`src/rtl/pipe_stage_buf.sv`:
```
// Elastic pipeline stage: DEPTH-entry circular buffer carrying payload plus halt bit, with flush and sticky halt.
// Latency 1 cycle push-to-head; in_ready depends on registered state only (drops when full or halted).
module pipe_stage_buf #(
    parameter  int WIDTH = 64,
    parameter  int DEPTH = 2,
    localparam int CW    = $clog2(DEPTH + 1)
) (
    input  logic             clk,
    input  logic             rst,
    input  logic             in_valid,
    output logic             in_ready,
    input  logic [WIDTH-1:0] in_data,
    input  logic             in_halt,
    output logic             out_valid,
    input  logic             out_ready,
    output logic [WIDTH-1:0] out_data,
    output logic             out_halt,
    input  logic             flush,
    output logic [CW-1:0]    count,
    output logic             halted
);

    localparam int            PW       = (DEPTH > 1) ? $clog2(DEPTH) : 1;
    localparam logic [CW-1:0] FULL_CNT = CW'(DEPTH);
    localparam logic [PW-1:0] LAST_PTR = PW'(DEPTH - 1);

    logic [WIDTH:0]  mem_q [DEPTH];
    logic [PW-1:0]   wp_q, wp_d;
    logic [PW-1:0]   rp_q, rp_d;
    logic [CW-1:0]   count_q, count_d;
    logic            halted_q, halted_d;
    logic            push;
    logic            pop;
    logic [WIDTH:0]  head;

    // Explicit wrap so non-power-of-two depths cycle through exactly DEPTH slots.
    function automatic logic [PW-1:0] ptr_inc(input logic [PW-1:0] p);
        return (p == LAST_PTR) ? '0 : p + PW'(1);
    endfunction

    assign in_ready  = (count_q < FULL_CNT) & ~halted_q;
    assign out_valid = (count_q != '0);
    assign push      = in_valid & in_ready;
    assign pop       = out_valid & out_ready;

    assign head      = mem_q[rp_q];
    assign out_data  = out_valid ? head[WIDTH-1:0] : '0;
    assign out_halt  = out_valid & head[WIDTH];
    assign count     = count_q;
    assign halted    = halted_q;

    always_comb begin
        wp_d     = wp_q;
        rp_d     = rp_q;
        count_d  = count_q;
        halted_d = halted_q;
        if (flush) begin
            wp_d     = '0;
            rp_d     = '0;
            count_d  = '0;
            halted_d = 1'b0;
        end else begin
            if (push) begin
                wp_d = ptr_inc(wp_q);
            end
            if (pop) begin
                rp_d = ptr_inc(rp_q);
            end
            case ({push, pop})
                2'b10:   count_d = count_q + CW'(1);
                2'b01:   count_d = count_q - CW'(1);
                default: count_d = count_q;
            endcase
            if (push && in_halt) begin
                halted_d = 1'b1;
            end
        end
    end

    always_ff @(posedge clk or negedge rst) begin
        if (!rst) begin
            wp_q     <= '0;
            rp_q     <= '0;
            count_q  <= '0;
            halted_q <= 1'b0;
        end else begin
            wp_q     <= wp_d;
            rp_q     <= rp_d;
            count_q  <= count_d;
            halted_q <= halted_d;
        end
    end

    // Storage is not reset; out_valid gating keeps stale contents invisible.
    always_ff @(posedge clk) begin
        if (push && !flush) begin
            mem_q[wp_q] <= {in_halt, in_data};
        end
    end

endmodule

```
`config.mk`:
```
export PLATFORM = sky130hd
export DESIGN_NAME = pipe_stage_buf
export DESIGN_NICKNAME = d
export VERILOG_FILES = /design/src/rtl/pipe_stage_buf.sv
export SDC_FILE = /design/constraint.sdc
export NUM_CORES = 1
export LEC_CHECK = 0
export ABC_AREA = 1
export ABC_CLOCK_PERIOD_IN_PS = 8000
export CAP_MARGIN = 10
export CORE_ASPECT_RATIO = 0.9
export CORE_MARGIN = 8
export CORE_UTILIZATION = 45
export DETAILED_ROUTE_END_ITERATION = 10
export PLACE_DENSITY = 0.75
export SLEW_MARGIN = 20
export SYNTH_ARGS = -nofsm -noshare
export SYNTH_HDL_FRONTEND = slang
export SYNTH_SLANG_ARGS = --single-unit
```
`constraint.sdc`:
```
create_clock -name clk -period 8 [get_ports clk]
set_input_delay 0.8 -clock clk [delete_from_list [all_inputs] [get_ports clk]]
set_output_delay 0.8 -clock clk [all_outputs]
set_load 0.03 [all_outputs]
```
==> metrics, run 1 <==
clock root buffer master clkbuf_16; CTS buffer count 17; met1 WL 4670 microns; via count 3435; n_diodes 0; clock tree from TritonCTS built; Setup TNS 0 ns; sequential share of power 39.7%; syn avg cell area 13.4 sq um; clock power share 29.8%; htree depth 4; CP Cell Sequence nor2_4, buf_4, a21oi_1, clkdlybuf4s50_1; final setup fails 0; VDD IR max 0.160 mV; initial antenna violation count 0; WS Path Type register to primary output; die height 118 microns; Total Wirelength 11700 microns; pre-CTS WS 4.70 ns; switching portion of total power 32.2%; WL met2 5920 microns; RSZ-0062 raised after global routing no; Nets 598; Bufs and invs on worst path 2; post-CTS setup buffer count 0; overall routing resource usage 15.6%; max_cap viols 0; top_reg_cell synth edfxtp_1; cells after synthesis 387; commonest cells after routing, fill and taps aside nand2_1 (139), clkdlybuf4s50_1 (139), edfxtp_1 (130), a21oi_1 (57), clkbuf_16 (17); FFs w/ async S/R, synth 3.70%; min Tclk post-route 3.62 ns; worst hold stages 2; final instance area 0.00716 sq mm; area of the core 0.0113 sq mm; I/O pin total 140; Sw Pwr 0.683 mW; CP max stage delay 0.64 ns; Pins Over Slew Limit 0; Seq cells post-synth 135; Final Util 63.1%; main area contributors after synthesis edfxtp_1 (75%), nand2_1 (10%), a21oi_1 (5.5%); largest net degree at the start of global routing 68; top sig layer met4; placed inst area 0.00669 sq mm; number of I/O port buffers 139; most area-hungry cell type in the Yosys netlist edfxtp_1; Worst Hold Class register to register; Detail Route met3 WL 988 microns; multi-input logic area 0.00101 sq mm; Post-synth EDFFs 130; first-pass GRT wire length 18200 microns; Detail Route Antenna Nets 0; CTS max path bufs 2; CP max FO 34; global placer's final weighted congestion 0.805; Yosys Warn Count 0; Worst Path Required 7.20 ns; register area share after synthesis 77.6%; clock-pin slew on the worst setup and hold paths 0.05 ns; post-synthesis cell type count 19; CTS Sinks 135; slack of the critical path 4.38 ns; slowest stage cell, crit path nor2_4; Tightest Pin Transition 0.898 ns; crit path capture type primary output; vias per inst 4.95; leak pwr 2.50 nW; r2r setup slk 5.42 ns; status completed; DRT iter0 DRCs 227; Mapped Nets 457; fraction of layout cells with a size suffix above 1 8.55%; total stage count of the critical path 4; die width 129 microns; Pwr per Cell Area 296 mW/mm^2; fillers 867; grt total ovfl 0; Register-to-Register Path Depth 6; Fin. Hold Viols 0; DRC Markers 0; Sequential Area 0.00403 sq mm; Synth Cell Area 0.00519 sq mm; PostCTS Resize Cnt 0; P_int 1.44 mW; vias in the first global route 3669; Worst path top cell family by delay buffers and inverters; skew final 0.0104 ns; fmax 276 MHz; hold_buf cts 0; CP Launch Type register; die area 0.0152 sq mm; combinational power share 30.6%; Initial Util 45.8%; post-route clock period utilization 45.3%; HPWL Detailed 7270 microns; clk_lat worst skew 0.41 ns; P&R area growth vs syn 37.9%; share of the synthesized area in the top cell type 75.2%; critical path data arrival time 2.82 ns; DR pass1 iterations 4; slew margin rel. 40.2%; DR WL/cell 16.8 microns; row count 37
-- synth_stat cells, types with 2 or more instances --
master / count
buf_6: 6
a21oi_2: 10
edfxtp_1: 130
nand2_2: 3
buf_4: 3
a21oi_1: 57
nand3_1: 4
clkbuf_1: 2
nor2_2: 3
nor2_1: 4
inv_2: 2
buf_2: 10
nand2_1: 139
inv_1: 5
dfrtp_1: 5
-- cell type report --
| cell class | instances | area share [%] |
|---|---|---|
| sequential | 135 | 56.3 |
| tap | 156 | 2.73 |
| multi-input combinational | 224 | 14.1 |
| timing repair buffer | 143 | 19.8 |
| inverter | 7 | 0.402 |
| clock buffer | 20 | 6.10 |
| clock inverter | 9 | 0.542 |
-- metal layers --
layer  global-route usage, %  vias to the layer above
met5                       0                        -
met4                    6.02                        0
met3                    7.25                       11
met2                    25.6                      120
met1                    17.0                     1663
li1                        -                     1641
-- power groups by stage --
stage	Clock, mW	Combinational [mW]	Sequential, mW
4_1_cts	0.647	0.662	0.842
2_1_floorplan	0	0.396	0.861
3_3_place_gp	0	0.652	0.853
3_5_place_dp	0	0.658	0.856
6_report	0.632	0.649	0.842
5_1_grt	0.675	0.693	0.845
-- cell families after synthesis --
logic type             share of synthesized area (%)
AOI/OAI and AO/OA                               7.49
buffers and inverters                           3.35
DFF                                             77.6
and+or+nand+nor                                 11.6
-- state kept, by name (all words and copies together) (netlist names) --
name,flops
halted,1
count,2
mem_q,130
rp_q,1
wp_q,1
-- final timing paths --
path,to,start
hold / removal,halted,halted
setup / recovery,out_data[45],count[1]
min in group asynchronous,wp_q,rst
hold reg to reg,halted,halted
max in group asynchronous,rp_q,rst
setup reg to reg,mem_q[0][64],count[1]
-- through the flow --
step	power, mW	instances	hold WS, ns
floorplan	1.26	387	0.458
finish	2.12	694	0.556
global route	2.21	694	0.572
CTS	2.15	694	0.557
global placement	1.51	665	0.540
detailed placement	1.51	665	0.546
-- worst min-delay path, stage by stage (launching register included) --
cell	delay, ns
dfrtp_1	0.38
a21oi_1	0.05
nor2_1	0.08
No activity file was read; power rests on OpenSTA's default activity.
==> inputs of run 2 (changes only) <==
--- a/config.mk
+++ b/config.mk
@@ -6,11 +6,11 @@
 export NUM_CORES = 1
 export LEC_CHECK = 0
 export ABC_AREA = 1
-export ABC_CLOCK_PERIOD_IN_PS = 8000
+export ABC_CLOCK_PERIOD_IN_PS = 3300
 export CAP_MARGIN = 10
 export CORE_ASPECT_RATIO = 0.9
 export CORE_MARGIN = 8
-export CORE_UTILIZATION = 45
+export CORE_UTILIZATION = 43
 export DETAILED_ROUTE_END_ITERATION = 10
 export PLACE_DENSITY = 0.75
 export SLEW_MARGIN = 20
==> constraint.sdc (replaced) <==
create_clock -name clk -period 3.3 [get_ports clk]
set_input_delay 0.33 -clock clk [delete_from_list [all_inputs] [get_ports clk]]
set_output_delay 0.33 -clock clk [all_outputs]
set_load 0.03 [all_outputs]
==> run 2 against run 1 <==
Against the previous run:
- count of clock-buffer cells in the layout is 2 lower
- clock power rose to 3.1 times the previous value
- register-to-register slack worse by 4.0 ns
- clock skew fell by 0.0041 ns
- power rose to 2.6 times the previous value
- design area grew 2.7%
- first-iteration DRC count rose by 16%
- sequential power is 140% higher
- setup slack worse by 3.8 ns
- critical path type unchanged
- highest routed layer unchanged
==> metrics, run 2 (synthesis gave the netlist of run 1 again) <==
max_cap viols 0 (unchanged); htree depth 4 (unchanged); number of flip-flops in the largest register 130 (unchanged); Detail Route Antenna Nets 0 (unchanged); skew final 0.00623 ns (was 0.0104 ns); DRC Markers 0 (unchanged); largest net degree at the start of global routing 66 (was 68); Pwr per Cell Area 757 mW/mm^2 (was 296 mW/mm^2); crit path capture type primary output (unchanged); slew margin rel. 52.2% (was 40.2%); fraction of layout cells with a size suffix above 1 9.96% (was 8.55%); via count 3442 (was 3435); number of I/O port buffers 139 (unchanged); global placer's final weighted congestion 0.727 (was 0.805); CTS buffer count 17 (unchanged); die height 120 microns (was 118 microns); row count 38 (was 37); clk_lat worst skew 0.41 ns (about the same); CP Cell Sequence buf_4, nand2_1, a21oi_1, clkdlybuf4s50_1 (was nor2_4, buf_4, a21oi_1, clkdlybuf4s50_1); clock-pin slew on the worst setup and hold paths 0.06 ns (was 0.05 ns); Nets 599 (was 598); CTS max path bufs 2 (unchanged); WS Path Type register to primary output (unchanged); initial antenna violation count 0 (unchanged); final instance area 0.00736 sq mm (was 0.00716 sq mm); min Tclk post-route 2.75 ns; leak pwr 2.57 nW (was 2.50 nW); Initial Util 43.5% (was 45.8%); Bufs and invs on worst path 2 (unchanged); Worst Hold Class primary input to asynchronous set/reset pin (was register to register); Setup TNS 0 ns (unchanged); Register-to-Register Path Depth 6 (unchanged); Worst path top cell family by delay buffers and inverters (unchanged); Worst Path Required 2.97 ns (was 7.20 ns); PostCTS Resize Cnt 0 (unchanged); DRT iter0 DRCs 264 (was 227); I/O pin total 140 (unchanged); CP max stage delay 0.72 ns (was 0.64 ns); DR pass1 iterations 7 (was 4); overall routing resource usage 15.2% (was 15.6%); vias per inst 4.90 (was 4.95); final setup fails 0 (unchanged); P&R area growth vs syn 41.7% (was 37.9%); clock tree from TritonCTS built (unchanged); r2r setup slk 1.47 ns (was 5.42 ns); DR WL/cell 16.7 microns (was 16.8 microns); reg2reg start count[1] (unchanged); Tightest Pin Transition 0.717 ns (was 0.898 ns); hold_buf cts 0 (unchanged); CP Launch Type register (unchanged); die width 132 microns (was 129 microns); clock root buffer master clkbuf_16 (unchanged); CP max FO 65 (was 34); fillers 915 (was 867); HPWL Detailed 7290 microns (was 7270 microns); slack of the critical path 0.546 ns (was 4.38 ns); Pins Over Slew Limit 0 (unchanged); first-pass GRT wire length 18800 microns (was 18200 microns); fin cells 702 (was 694); Fin. Hold Viols 0 (unchanged); area of the core 0.0119 sq mm (was 0.0113 sq mm); VDD IR max 0.491 mV (was 0.160 mV); reg2reg end mem_q[0][46] (was mem_q[0][64]); n_diodes 0 (unchanged); most flop-heavy register mem_q (unchanged); grt total ovfl 0 (unchanged); vias in the first global route 3645 (was 3669); slowest stage cell, crit path clkdlybuf4s50_1 (was nor2_4); CTS Sinks 135 (unchanged); status completed (unchanged); die area 0.0159 sq mm (was 0.0152 sq mm); fmax 363 MHz; critical path data arrival time 2.42 ns (was 2.82 ns); post-route clock period utilization 83.5%; pre-CTS WS 0.963 ns (was 4.70 ns); Total Wirelength 11700 microns (about the same); commonest cells after routing, fill and taps aside nand2_1 (139), clkdlybuf4s50_1 (139), edfxtp_1 (130), a21oi_1 (57), clkbuf_16 (17) (unchanged); Placed Cells 670 (was 665); placed inst area 0.00675 sq mm (was 0.00669 sq mm); RSZ-0062 raised after global routing no (unchanged); post-CTS setup buffer count 0 (unchanged)
-- run 2: worst max path at each step --
stage / from / end / cells after the start
2_1_floorplan: count[1] / mem_q[1][0] / 3
3_3_place_gp: rp_q / out_data[41] / 4
3_5_place_dp: rp_q / out_data[60] / 4
4_1_cts: rp_q / out_data[60] / 4
5_1_grt: rp_q / out_data[13] / 4
6_report: rp_q / out_data[47] / 4
-- run 2: per-layer routing --
metal  up-vias  part of all wire (%)  GRT usage (%)
met4         0                   1.5           6.67
met5         -                     0              0
met1      1665                    41           16.5
met2       110                    51           26.5
li1       1652                     -              -
met3        15                   6.5           5.47
-- run 2: per-stage QoR --
stage               util, %  total power, mW  hold slack (ns)
floorplan                 -             3.04           0.0344
global placement       56.5             3.67            0.530
detailed placement     56.5             3.70            0.558
CTS                    61.6             5.63            0.159
global route           61.6             5.79            0.177
finish                 61.6             5.57            0.183
-- run 2: area by class of cell --
cell class	instances	area [sq um]	share of cell area, %
clock buffer	18	429	5.83
clock inverter	14	183	2.48
inverter	7	26.3	0.357
multi-input combinational	224	1010	13.7
sequential	135	4030	54.8
tap	160	200	2.72
timing repair buffer	144	1480	20.1
-- run 2: power by group --
group	switching (mW)	leakage, nW	internal (mW)
Sequential	0.0375	1.25	2.00
Clock	0.672	0.281	1.25
Combinational	1.02	1.03	0.589
==> inputs of run 3 (changes only) <==
--- a/config.mk
+++ b/config.mk
@@ -6,7 +6,7 @@
 export NUM_CORES = 1
 export LEC_CHECK = 0
 export ABC_AREA = 1
-export ABC_CLOCK_PERIOD_IN_PS = 3300
+export ABC_CLOCK_PERIOD_IN_PS = 2350
 export CAP_MARGIN = 10
 export CORE_ASPECT_RATIO = 0.9
 export CORE_MARGIN = 8
==> constraint.sdc (replaced) <==
create_clock -name clk -period 2.35 [get_ports clk]
set_input_delay 0.235 -clock clk [delete_from_list [all_inputs] [get_ports clk]]
set_output_delay 0.235 -clock clk [all_outputs]
set_load 0.03 [all_outputs]
==> run 3 against run 2 <==
Against the previous run:
- count of clock-buffer cells in the layout increased by 2
- via count increased by 1.4%
- clock skew is 0.0052 ns higher
- flip-flop and latch count is the same
- core utilization down 1.4 points
- register-to-register slack worse by 0.87 ns
- power increased by 32%
- combinational power rose by 35%
- final cell count did not move
- design area fell by 2.3%
- critical path type unchanged
- largest power group unchanged
- highest routed layer unchanged
==> metrics, run 3 (synthesis gave the netlist of run 1 again) <==
status completed (unchanged); P_int 4.97 mW (was 3.84 mW); Tightest Pin Transition 0.359 ns (was 0.717 ns); most flop-heavy register mem_q (unchanged); CP Cell Sequence clkinv_2, buf_12, nand2_1, a21oi_1, buf_4 (was buf_4, nand2_1, a21oi_1, clkdlybuf4s50_1); vias in the first global route 3704 (was 3645); Initial Util 43.5% (unchanged); DRC Markers 0 (unchanged); VDD IR max 0.926 mV (was 0.491 mV); min Tclk post-route 2.18 ns; slowest stage cell, crit path dfrtp_4 (was clkdlybuf4s50_1); htree depth 4 (unchanged); commonest non-fill, non-tap cell in the layout nand2_1; hold_buf cts 0 (unchanged); CP max FO 30 (was 65); number of flip-flops in the largest register 130 (unchanged); fraction of layout cells with a size suffix above 1 21.6% (was 9.96%); clk_lat worst skew 0.41 ns (about the same); I/O pin total 140 (unchanged); initial antenna violation count 0 (unchanged); post-route clock period utilization 92.7%; Fin. Hold Viols 0 (unchanged); die width 132 microns (unchanged); hold slack 0.0636 ns (was 0.183 ns); final setup fails 0 (unchanged); crit path capture type primary output (unchanged); max_cap viols 0 (unchanged); grt total ovfl 0 (unchanged); CP Launch Type register (unchanged); vias per inst 4.97 (was 4.90); RSZ-0062 raised after global routing no (unchanged); via count 3491 (was 3442); combinational power share 29.6% (was 28.8%); DR pass1 iterations 4 (was 7); clock power share 30.9% (was 34.6%); HPWL Detailed 7590 microns (was 7290 microns); WS Path Type register to primary output (unchanged); Total Wirelength 11900 microns (was 11700 microns); reg2reg start count[1] (unchanged); CP max stage delay 0.61 ns (was 0.72 ns); clock root buffer master clkbuf_16 (unchanged); Sw Pwr 2.37 mW (was 1.73 mW); CTS max path bufs 2 (unchanged); post-CTS setup buffer count 0 (unchanged); die height 120 microns (unchanged); fin cells 702 (unchanged); Worst Hold Class primary input to asynchronous set/reset pin (unchanged); Pins Over Slew Limit 0 (unchanged); area of the core 0.0119 sq mm (unchanged); Pwr per Cell Area 1020 mW/mm^2 (was 757 mW/mm^2); die area 0.0159 sq mm (unchanged); Worst Path Required 2.12 ns (was 2.97 ns); Detail Route Antenna Nets 0 (unchanged); Nets 602 (was 599); r2r setup slk 0.60 ns (was 1.47 ns); Bufs and invs on worst path 3 (was 2); largest net degree at the start of global routing 68 (was 66); fmax 459 MHz; CTS buffer count 17 (unchanged); Register-to-Register Path Depth 6 (unchanged); P&R area growth vs syn 38.4% (was 41.7%); commonest cells after routing, fill and taps aside nand2_1 (138), edfxtp_1 (130), clkdlybuf4s50_1 (74), buf_4 (64), a21oi_1 (57) (was nand2_1 (139), clkdlybuf4s50_1 (139), edfxtp_1 (130), a21oi_1 (57), clkbuf_16 (17)); sequential share of power 39.4% (was 36.6%); row count 38 (unchanged); Placed Cells 673 (was 670); clock-pin slew on the worst setup and hold paths 0.05 ns (was 0.06 ns); DR WL/cell 17.0 microns (was 16.7 microns); leak pwr 2.68 nW (was 2.57 nW); first-pass GRT wire length 19100 microns (was 18800 microns); overall routing resource usage 15.5% (was 15.2%); switching portion of total power 32.3% (was 31.0%); number of I/O port buffers 139 (unchanged); DRT iter0 DRCs 249 (was 264); Worst path top cell family by delay buffers and inverters (unchanged); n_diodes 0 (unchanged); skew final 0.0114 ns (was 0.00623 ns); critical path data arrival time 1.94 ns (was 2.42 ns); reg2reg end mem_q[0][21] (was mem_q[0][46]); global placer's final weighted congestion 0.745 (was 0.727); CTS Sinks 135 (unchanged); clock tree from TritonCTS built (unchanged); slew margin rel. 76.1% (was 52.2%)
run 3: cell types whose count changed in the layout (fill, tap and decap cells not counted), sizes merged, moves of 2 or more:
cell / previous run / this run
bufinv: 4 / 1
clkinv: 5 / 9
buf: 5 / 73
clkbuf: 18 / 20
clkinvlp: 5 / 0
clkdlybuf4s50: 139 / 74
run 3: worst max-delay path by stage:
stage                  start           end  slack (ns)  cells after the start
global route            rp_q  out_data[44]        0.03                      5
global placement        rp_q  out_data[22]        0.45                      4
CTS                     rp_q      out_halt        0.04                      5
floorplan           count[1]   mem_q[0][0]       -0.06                      5
finish                  rp_q      out_halt        0.17                      5
detailed placement      rp_q  out_data[12]        0.41                      4
run 3: power by group through the flow:
stage          logic, mW  registers [mW]  clock network, mW
3_5_place_dp        2.20            2.94                  0
6_report            2.18            2.89               2.27
4_1_cts             2.21            2.89               2.32
2_1_floorplan       1.36            2.92                  0
5_1_grt             2.32            2.91               2.43
3_3_place_gp        2.18            2.93                  0
run 3: routing by layer:
metal,wire length [microns],global-route usage [%]
met1,4960,17.0
met2,5900,25.9
met3,798,6.51
met4,268,7.24
met5,0,0
run 3: what timing repair did:
action                                  4_1_cts  5_1_grt
pin swaps                                     0        0
endpoints found under the setup margin       10       15
endpoints found under the hold margin         0        0
gates resized for setup                       1        2
run 3: stage by stage:
stage          setup TNS [ns]  setup slack, ns  area, sq um  power, mW  utilization (%)
6_report                    0            0.171         7180       7.34             60.2
5_1_grt                     0           0.0282         7180       7.66             60.2
4_1_cts                     0           0.0396         7180       7.42             60.2
3_5_place_dp                0            0.414         6680       5.14             56.0
3_3_place_gp                0            0.446         6680       5.11             56.0
2_1_floorplan           -3.70          -0.0569         5230       4.29                -
run 3: worst register-to-register path, delay by kind of cell, from the launching register on:
kind	cells	cell delay (ns)
flops	1	0.47
simple gates	4	0.60
buf+inv	2	0.34
run 3: cell type report:
class,count,area [sq um]
Fill cell,938,4750
Sequential cell,135,4040
Timing Repair Buffer,147,1390
Multi-Input combinational cell,224,1030
Clock buffer,20,437
Tap cell,160,200
Clock inverter,9,62.6
Inverter,7,30.0
